**src/rtl/if_fetch_unit.sv**
```systemverilog
// Instruction-fetch front end: owns the fetch PC, issues one outstanding
// request at a time to the instruction memory and presents the fetched word
// (or a bubble) to the IF/ID register. Redirects from EX take priority over
// the shared IF/ID stall and cancel any response still in flight.
module if_fetch_unit #(
    parameter logic [31:0] RESET_PC = 32'h0000_0000,
    parameter logic [31:0] NOP_INST = 32'h0000_0013
) (
    input  logic        clk,
    input  logic        rst,
    input  logic        stall,
    input  logic        redirect,
    input  logic [31:0] redirect_pc,
    output logic        imem_req,
    output logic [31:0] imem_addr,
    input  logic        imem_gnt,
    input  logic        imem_rvalid,
    input  logic [31:0] imem_rdata,
    output logic [31:0] pc,
    output logic [31:0] pc4,
    output logic [31:0] inst,
    output logic        bubble
);

    // IDLE: first cycle out of reset, REQ: request on the bus,
    // WAIT: granted and awaiting the response, HOLD: response captured
    // while stalled, KILL: awaiting a response that must be thrown away.
    typedef enum logic [2:0] {
        IDLE = 3'd0,
        REQ  = 3'd1,
        WAIT = 3'd2,
        HOLD = 3'd3,
        KILL = 3'd4
    } state_t;

    state_t      state_q, state_d;
    logic [31:0] fpc_q, fpc_d;
    logic [31:0] hold_inst_q, hold_inst_d;

    logic [31:0] redir_pc_s;
    logic [31:0] fpc_inc_s;
    logic        req_s;
    logic        bubble_s;
    logic [31:0] inst_s;

    // Redirect targets are word aligned; the sequential PC wraps at 2^32.
    assign redir_pc_s = {redirect_pc[31:2], 2'b00};
    assign fpc_inc_s  = fpc_q + 32'd4;

    // State, fetch PC and held instruction registers with synchronous reset.
    always_ff @(posedge clk) begin
        if (rst) begin
            state_q     <= IDLE;
            fpc_q       <= RESET_PC;
            hold_inst_q <= NOP_INST;
        end else begin
            state_q     <= state_d;
            fpc_q       <= fpc_d;
            hold_inst_q <= hold_inst_d;
        end
    end

    // Next-state, next-PC and presentation logic; redirect outranks stall.
    always_comb begin
        state_d     = state_q;
        fpc_d       = fpc_q;
        hold_inst_d = hold_inst_q;
        req_s       = 1'b0;
        bubble_s    = 1'b1;
        inst_s      = NOP_INST;

        case (state_q)
            IDLE: begin
                state_d = REQ;
                if (redirect) begin
                    fpc_d = redir_pc_s;
                end else begin
                    fpc_d = fpc_q;
                end
            end

            REQ: begin
                req_s = 1'b1;
                if (redirect) begin
                    fpc_d = redir_pc_s;
                    // A grant alongside the redirect leaves a stale response
                    // outstanding, which KILL swallows.
                    if (imem_gnt) begin
                        state_d = KILL;
                    end else begin
                        state_d = REQ;
                    end
                end else if (imem_gnt) begin
                    state_d = WAIT;
                end else begin
                    state_d = REQ;
                end
            end

            WAIT: begin
                if (redirect) begin
                    fpc_d = redir_pc_s;
                    // Response already here is dropped now; otherwise it is
                    // still coming and must be drained in KILL.
                    if (imem_rvalid) begin
                        state_d = REQ;
                    end else begin
                        state_d = KILL;
                    end
                end else if (imem_rvalid) begin
                    bubble_s = 1'b0;
                    inst_s   = imem_rdata;
                    if (stall) begin
                        hold_inst_d = imem_rdata;
                        state_d     = HOLD;
                    end else begin
                        fpc_d   = fpc_inc_s;
                        state_d = REQ;
                    end
                end else begin
                    state_d = WAIT;
                end
            end

            HOLD: begin
                bubble_s = 1'b0;
                inst_s   = hold_inst_q;
                if (redirect) begin
                    fpc_d   = redir_pc_s;
                    state_d = REQ;
                end else if (!stall) begin
                    fpc_d   = fpc_inc_s;
                    state_d = REQ;
                end else begin
                    state_d = HOLD;
                end
            end

            KILL: begin
                // Last redirect wins while draining the stale response.
                if (redirect) begin
                    fpc_d = redir_pc_s;
                end else begin
                    fpc_d = fpc_q;
                end
                if (imem_rvalid) begin
                    state_d = REQ;
                end else begin
                    state_d = KILL;
                end
            end

            default: begin
                state_d = IDLE;
                fpc_d   = RESET_PC;
            end
        endcase
    end

    // Output drive: the IF/ID register samples these directly.
    always_comb begin
        imem_req  = req_s;
        imem_addr = fpc_q;
        pc        = fpc_q;
        pc4       = fpc_inc_s;
        bubble    = bubble_s;
        if (bubble_s) begin
            inst = NOP_INST;
        end else begin
            inst = inst_s;
        end
    end

endmodule

```
**config.mk**
```make
export PLATFORM = sky130hd
export DESIGN_NAME = if_fetch_unit
export DESIGN_NICKNAME = d
export VERILOG_FILES = /design/src/rtl/if_fetch_unit.sv
export SDC_FILE = /design/constraint.sdc
export NUM_CORES = 1
export LEC_CHECK = 0
export CAP_MARGIN = 20
export CELL_PAD_IN_SITES_DETAIL_PLACEMENT = 1
export CELL_PAD_IN_SITES_GLOBAL_PLACEMENT = 1
export CORE_MARGIN = 4
export CORE_UTILIZATION = 45
export DETAILED_ROUTE_END_ITERATION = 16
export DONT_BUFFER_PORTS = 1
export GPL_TIMING_DRIVEN = 0
export PLACE_DENSITY = 0.87
export SYNTH_ARGS = -nofsm -noshare
export SYNTH_HDL_FRONTEND = slang
export SYNTH_SLANG_ARGS = --single-unit
```
**constraint.sdc**
```tcl
create_clock -name clk -period 3.81 [get_ports clk]
set_clock_uncertainty 0.15 [all_clocks]
set_input_delay 0.1905 -clock clk [delete_from_list [all_inputs] [get_ports clk]]
set_output_delay 0.1905 -clock clk [all_outputs]
set_load 0.03 [all_outputs]
```
==> results.toml, run 1 <==
[pwr]
p_sw_frac = 0.3392
combPwrFrac = 0.184
finalPower_mw = 1.810
p_int_mw = 1.196
p_switching_mw = 0.6139
clkPwrFrac = 0.381
cellLeakagePower_nw = 1.992
power_density_nw_per_um2 = 354.2
vdd_drop_max_v = 0.0001574
seqPwrFrac = 0.435

[sta]
setup_ws_ns = 0.2527
rsz0062_at_grt = "false"
relSlewSlack = 0.2849
fin_crit_sh = 0.9337
fin_crit_ns = 3.557
finalSetupTns_ns = 0
tightest_slew_ns = 1.070
fmax_mhz = 281.1
hold_viol_final = 0
slew_viol_final = 0
setup_viol = 0

[yosys]
yosysWarningCount = 0
syn_area_um2 = 4143
synthTopCellsByArea = "dfxtp_1, nand2_1, a22o_1, a21oi_1, buf_4"
synth_cell_types = 53
synth_top_area_cell = "dfxtp_1"
syn_inst = 551
synth_top_area_frac = 0.3141
async_flop_share = 0
syn_avg_cell_area_um2 = 7.519
seq_area_frac_synth = 0.3141
synth_seq_cells = 65
synth_ff_type = "dfxtp_1"
synth-edff-count = 0

[place]
pre_cts_ws_ns = 0.6281
port_buffers = 0
place.gp.congestion = 0.8078
dp_hpwl_um = 10850

[critical_path]
crit_start = "imem_addr[2]"
path_buf_inv = 1
r2r_start = "imem_addr[2]"
crit_chain = "ha_1, nand3_2, nor4_4, buf_2, nand3_1, xnor2_1"
critPathRequiredTime_ns = 3.47
critPathMaxStageDelay_ns = 0.68
cp_slowest_cell = "dfxtp_1"
cp_top_family = "simple AND/OR/NAND/NOR gates"
end_kind = "primary output"
crit_fanout = 10
critPathKind = "reg2out"
start_kind = "register"
crit_arrival_ns = 3.22

[worst_hold_path]
min_from = "redirect_pc[10]"
min_path_type = "in2reg"

[drt]
wl_um = 16610
drt_drc_violations_left = 0
via_per_inst = 6.224
wl_per_cell_um = 22.41
antenna_left = 0
dr_total_vias = 4612
firstDrtPassIters = 4
dr.first_iter.drc_count = 332

[final_layout]
post-route-util = 0.5776
drive_gt1_frac = 0.1157
nNetsFinal = 697
register_area_um2 = 1301
fillers = 1114
multi_input_area_um2 = 2356
area_delta_synth_final_pct = 23.38

[global_routing]
grt_pass1_vias = 5012
grt_max_degree = 13
grt_overflow_total = 0
grtUsageTotal = 0.3024
antenna_found_initial = 2
grt_pass1_wl_um = 26980

[job]
timing.max_cap.violations = 0

[clock_tree]
cts_resized = 0
cts_htree_levels = 3
clk_latency_ns = 0.36
cts_tree = "built"
cts-root-buf = "clkbuf_8"
clockBufferDepth = 2
cts_buffers = 9
path_clk_slew_ns = 0.09
cts.sinks = 65

[floorplan]
io-pin-count = 200
core_area_um2 = 8848
die-area_um2 = 10810
die_w_um = 104.0
initial_core_util = 0.4682
rows = 34
die_h_um = 104.0

[status]
status = "finished clean"
cells in the mapped netlist (10+ instances only):
cell type  count
nand2_1       97
dfxtp_1       65
a21oi_1       59
a22o_1        38
buf_4         37
nor2_1        34
clkbuf_1      32
o21ai_0       26
xnor2_1       20
nand3_1       14
nor3_1        12
buf_2         10
nand4_1       10
worst min-delay path, delay by kind of cell:
kind,cells,cell delay [ns]
AO/OA/AOI/OAI,2,0.23
AND/OR/NAND/NOR,1,0.06
layer usage:
metal | GRT usage | routed length, um | up-vias
met5 | 0 | 0 | -
met4 | 0.08737 | 383 | 0
met3 | 0.08256 | 1230 | 32
met2 | 0.5441 | 8480 | 222
met1 | 0.3496 | 6513 | 2296
li1 | - | - | 2062
sequential cells by signal, indices dropped and copies added (netlist names):
| name | cells |
|---|---|
| hold_inst_q | 32 |
| imem_addr | 30 |
| state_q | 3 |
cell type report:
cell class,instances,area share
clock inverter,6,0.01787
inverter,6,0.004406
tap,108,0.02644
antenna,2,0.0009792
sequential,65,0.2546
clock buffer,10,0.02497
buffer,82,0.09425
timing repair buffer,59,0.1155
multi-input combinational,403,0.4610
stage by stage:
step	cell area (um2)	hold slack (ns)	std cells
2_1_floorplan	4161	0.1190	556
3_3_place_gp	4297	0.1218	664
3_5_place_dp	4297	0.1335	664
4_1_cts	5106	0.001154	739
5_1_grt	5111	0.01595	741
6_report	5111	0.00003669	741
cell usage in the layout, fill, tap and decap left out, types with 14 or more instances in the layout:
cell type,n
a22o_1,38
buf_4,37
nand2_1,97
xnor2_1,20
a21oi_1,59
o21ai_0,26
clkbuf_1,33
dlygate4sd3_1,59
dfxtp_1,65
nand3_1,14
nor2_1,34
power by group through the flow:
stage                     combinational [mW]  sequential, mW  clock, mW
after CTS                              0.329           0.786      0.687
after global placement                 0.272           0.800          0
after global routing                   0.356           0.793      0.724
final                                  0.333           0.787      0.690
after floorplan                        0.241           0.789          0
after detailed placement               0.278           0.803          0
worst paths after layout:
path,end,slack [ns],depth (start not counted)
worst max register to register,imem_addr[18],0.92,7
worst max-delay path,pc4[22],0.25,6
worst min-delay path,imem_addr[10],0.00004,3
worst min register to register,hold_inst_q[27],0.32,2
repair_timing:
action	in CTS	in global routing
setup buffers	0	0
hold buffers	59	0
endpoints found under the hold margin	57	0
cell families after synthesis:
logic type,count (synthesis),synth area share
AOI/OAI and AO/OA,159,0.2528
xor gates and xnor gates,28,0.05920
adders and majority gates,1,0.003020
buffers and inverters,88,0.1217
DFF,65,0.3141
other,1,0.0009052
and+or+nand+nor,209,0.2483
No activity file was read; power rests on OpenSTA's default activity.
==> run 2: changes to the inputs <==
--- a/config.mk
+++ b/config.mk
@@ -13,7 +13,7 @@
 export DETAILED_ROUTE_END_ITERATION = 16
 export DONT_BUFFER_PORTS = 1
 export GPL_TIMING_DRIVEN = 0
-export PLACE_DENSITY = 0.87
+export PLACE_DENSITY_LB_ADDON = 0.1
 export SYNTH_ARGS = -nofsm -noshare
 export SYNTH_HDL_FRONTEND = slang
 export SYNTH_SLANG_ARGS = --single-unit
==> run 2 against run 1 <==
Compared with the run above:
- via count shrank 4.9%
- critical path depth is the same
- largest power group unchanged
- critical endpoint unchanged
- final area shrank 1.0%
- setup slack gained 0.036 ns
- hold slack gained 0.014 ns
- die area is the same
- fmax increased by 1.0%
- final cell count is 0.40% lower
- register-to-register slack improved by 0.10 ns
- first-iteration DRC count down 35%
- count of clock-buffer cells in the layout grew 1
==> results.toml, run 2 (synthesis results as in run 1) <==
[pwr]
power_density_nw_per_um2 = 327.0
finalPower_mw = 1.654
p_switching_mw = 0.5665
cellLeakagePower_nw = 1.980
clkPwrFrac = 0.324
vdd_drop_max_v = 0.0001767
p_int_mw = 1.088
combPwrFrac = 0.200
seqPwrFrac = 0.476
p_sw_frac = 0.3424

[final_layout]
final_common_cell = "nand2_1"
area_delta_synth_final_pct = 22.11
layout_common_cells = "nand2_1, dfxtp_1, a21oi_1, dlygate4sd3_1, a22o_1"
nNetsFinal = 697
drive_gt1_frac = 0.1145
largest_register = "hold_inst_q"
fin_area_um2 = 5059
largest_reg_flops = 32

[clock_tree]
clockBufferDepth = 2
cts_tree = "built"
cts-root-buf = "clkbuf_8"
clk_latency_ns = 0.35
cts.sinks = 65
cts_buffers = 9
postCtsSetupBuffers = 0
path_clk_slew_ns = 0.07
cts_htree_levels = 3

[critical_path]
critPathKind = "reg2out"
end_kind = "primary output"
start_kind = "register"
reg2reg_to = "imem_addr[26]"
r2r_start = "imem_addr[2]"
reg2regPathDepth = 7
crit_arrival_ns = 3.18
crit_fanout = 10
crit_path_end = "pc4[22]"
crit_start = "imem_addr[2]"
r2r_slack_ns = 1.02
critPathRequiredTime_ns = 3.47

[sta]
hold_viol_final = 0
relSlewSlack = 0.2480
tightest_slew_ns = 1.126
fin_crit_ns = 3.522
fmax_mhz = 284.0
timing.hold.ws_ns = 0.01356
setup_viol = 0
rsz0062_at_grt = "false"
finalSetupTns_ns = 0
fin_crit_sh = 0.9243
slew_viol_final = 0

[place]
port_buffers = 0
place_area_um2 = 4297
dp_hpwl_um = 10440
place.gp.congestion = 0.8443

[floorplan]
initial_core_util = 0.4682
rows = 34
io-pin-count = 200
core_area_um2 = 8848
die-area_um2 = 10810
die_w_um = 104.0
die_h_um = 104.0

[global_routing]
grt_max_degree = 11
grt_overflow_total = 0
grtUsageTotal = 0.2744
grt_pass1_wl_um = 24570
antenna_found_initial = 1
grt_pass1_vias = 4672

[status]
status = "finished clean"

[drt]
dr.first_iter.drc_count = 217
antenna_left = 0
firstDrtPassIters = 5
wl_um = 15210
wl_per_cell_um = 20.61
via_per_inst = 5.944
drt_drc_violations_left = 0
dr_total_vias = 4387

[job]
timing.max_cap.violations = 0

[worst_hold_path]
min_path_type = "in2reg"
-- run 2: cell count changes in the layout (fill, tap and decap cells not counted) --
cell,delta
bufinv_16,-2
clkbuf_1,-1
clkbuf_8,+2
clkinv_2,+2
clkinvlp_4,-2
diode_2,-1
inv_6,-1
-- run 2: area by class of cell --
cell class / instances / area, um2
Tap cell: 108 / 135.1
Timing Repair Buffer: 59 / 590.6
Multi-Input combinational cell: 403 / 2356
Antenna cell: 1 / 2.502
Inverter: 6 / 22.52
Sequential cell: 65 / 1301
Buffer: 82 / 481.7
Clock buffer: 11 / 151.4
Clock inverter: 3 / 17.52
Fill cell: 1116 / 3790
-- run 2: worst max-delay path, stage by stage (launching register included) --
cell	delay, ns
dfxtp_1	0.68
ha_1	0.36
nand3_2	0.24
nor4_4	0.51
buf_2	0.33
nand3_1	0.12
xnor2_1	0.59
-- run 2: worst min path at each step --
stage	from	endpoint	depth (start not counted)
final	redirect_pc[8]	imem_addr[8]	3
after global routing	redirect_pc[13]	imem_addr[13]	3
after CTS	redirect_pc[8]	imem_addr[8]	3
after detailed placement	redirect	state_q[1]	1
after global placement	redirect	state_q[1]	1
after floorplan	redirect	state_q[1]	1
-- run 2: per-stage QoR --
stage	utilization	std cells	setup slack, ns
floorplan	-	556	1.157
global placement	0.4856	664	0.6828
detailed placement	0.4856	664	0.6619
CTS	0.5714	737	0.2808
global route	0.5714	737	0.1561
finish	0.5717	738	0.2883
-- run 2: repair_timing --
action / 4_1_cts / 5_1_grt
resized for setup: 0 / 0
endpoints found under the hold margin: 57 / 0
hold buffers: 59 / 0
-- run 2: per-layer routing --
| layer | share of wire | routed length [um] | vias up | track usage |
|---|---|---|---|---|
| met5 | 0 | 0 | - | 0 |
| met4 | 0.020 | 309 | 0 | 0.09877 |
| met3 | 0.074 | 1122 | 24 | 0.06828 |
| met2 | 0.51 | 7686 | 176 | 0.4842 |
| met1 | 0.40 | 6090 | 2130 | 0.3211 |
| li1 | - | - | 2057 | - |
-- run 2: power by group through the flow --
stage / logic, mW / registers [mW] / clock network (mW)
after detailed placement: 0.278 / 0.802 / 0
after global routing: 0.351 / 0.792 / 0.586
after global placement: 0.273 / 0.801 / 0
final: 0.330 / 0.787 / 0.537
after CTS: 0.328 / 0.787 / 0.552
after floorplan: 0.241 / 0.789 / 0
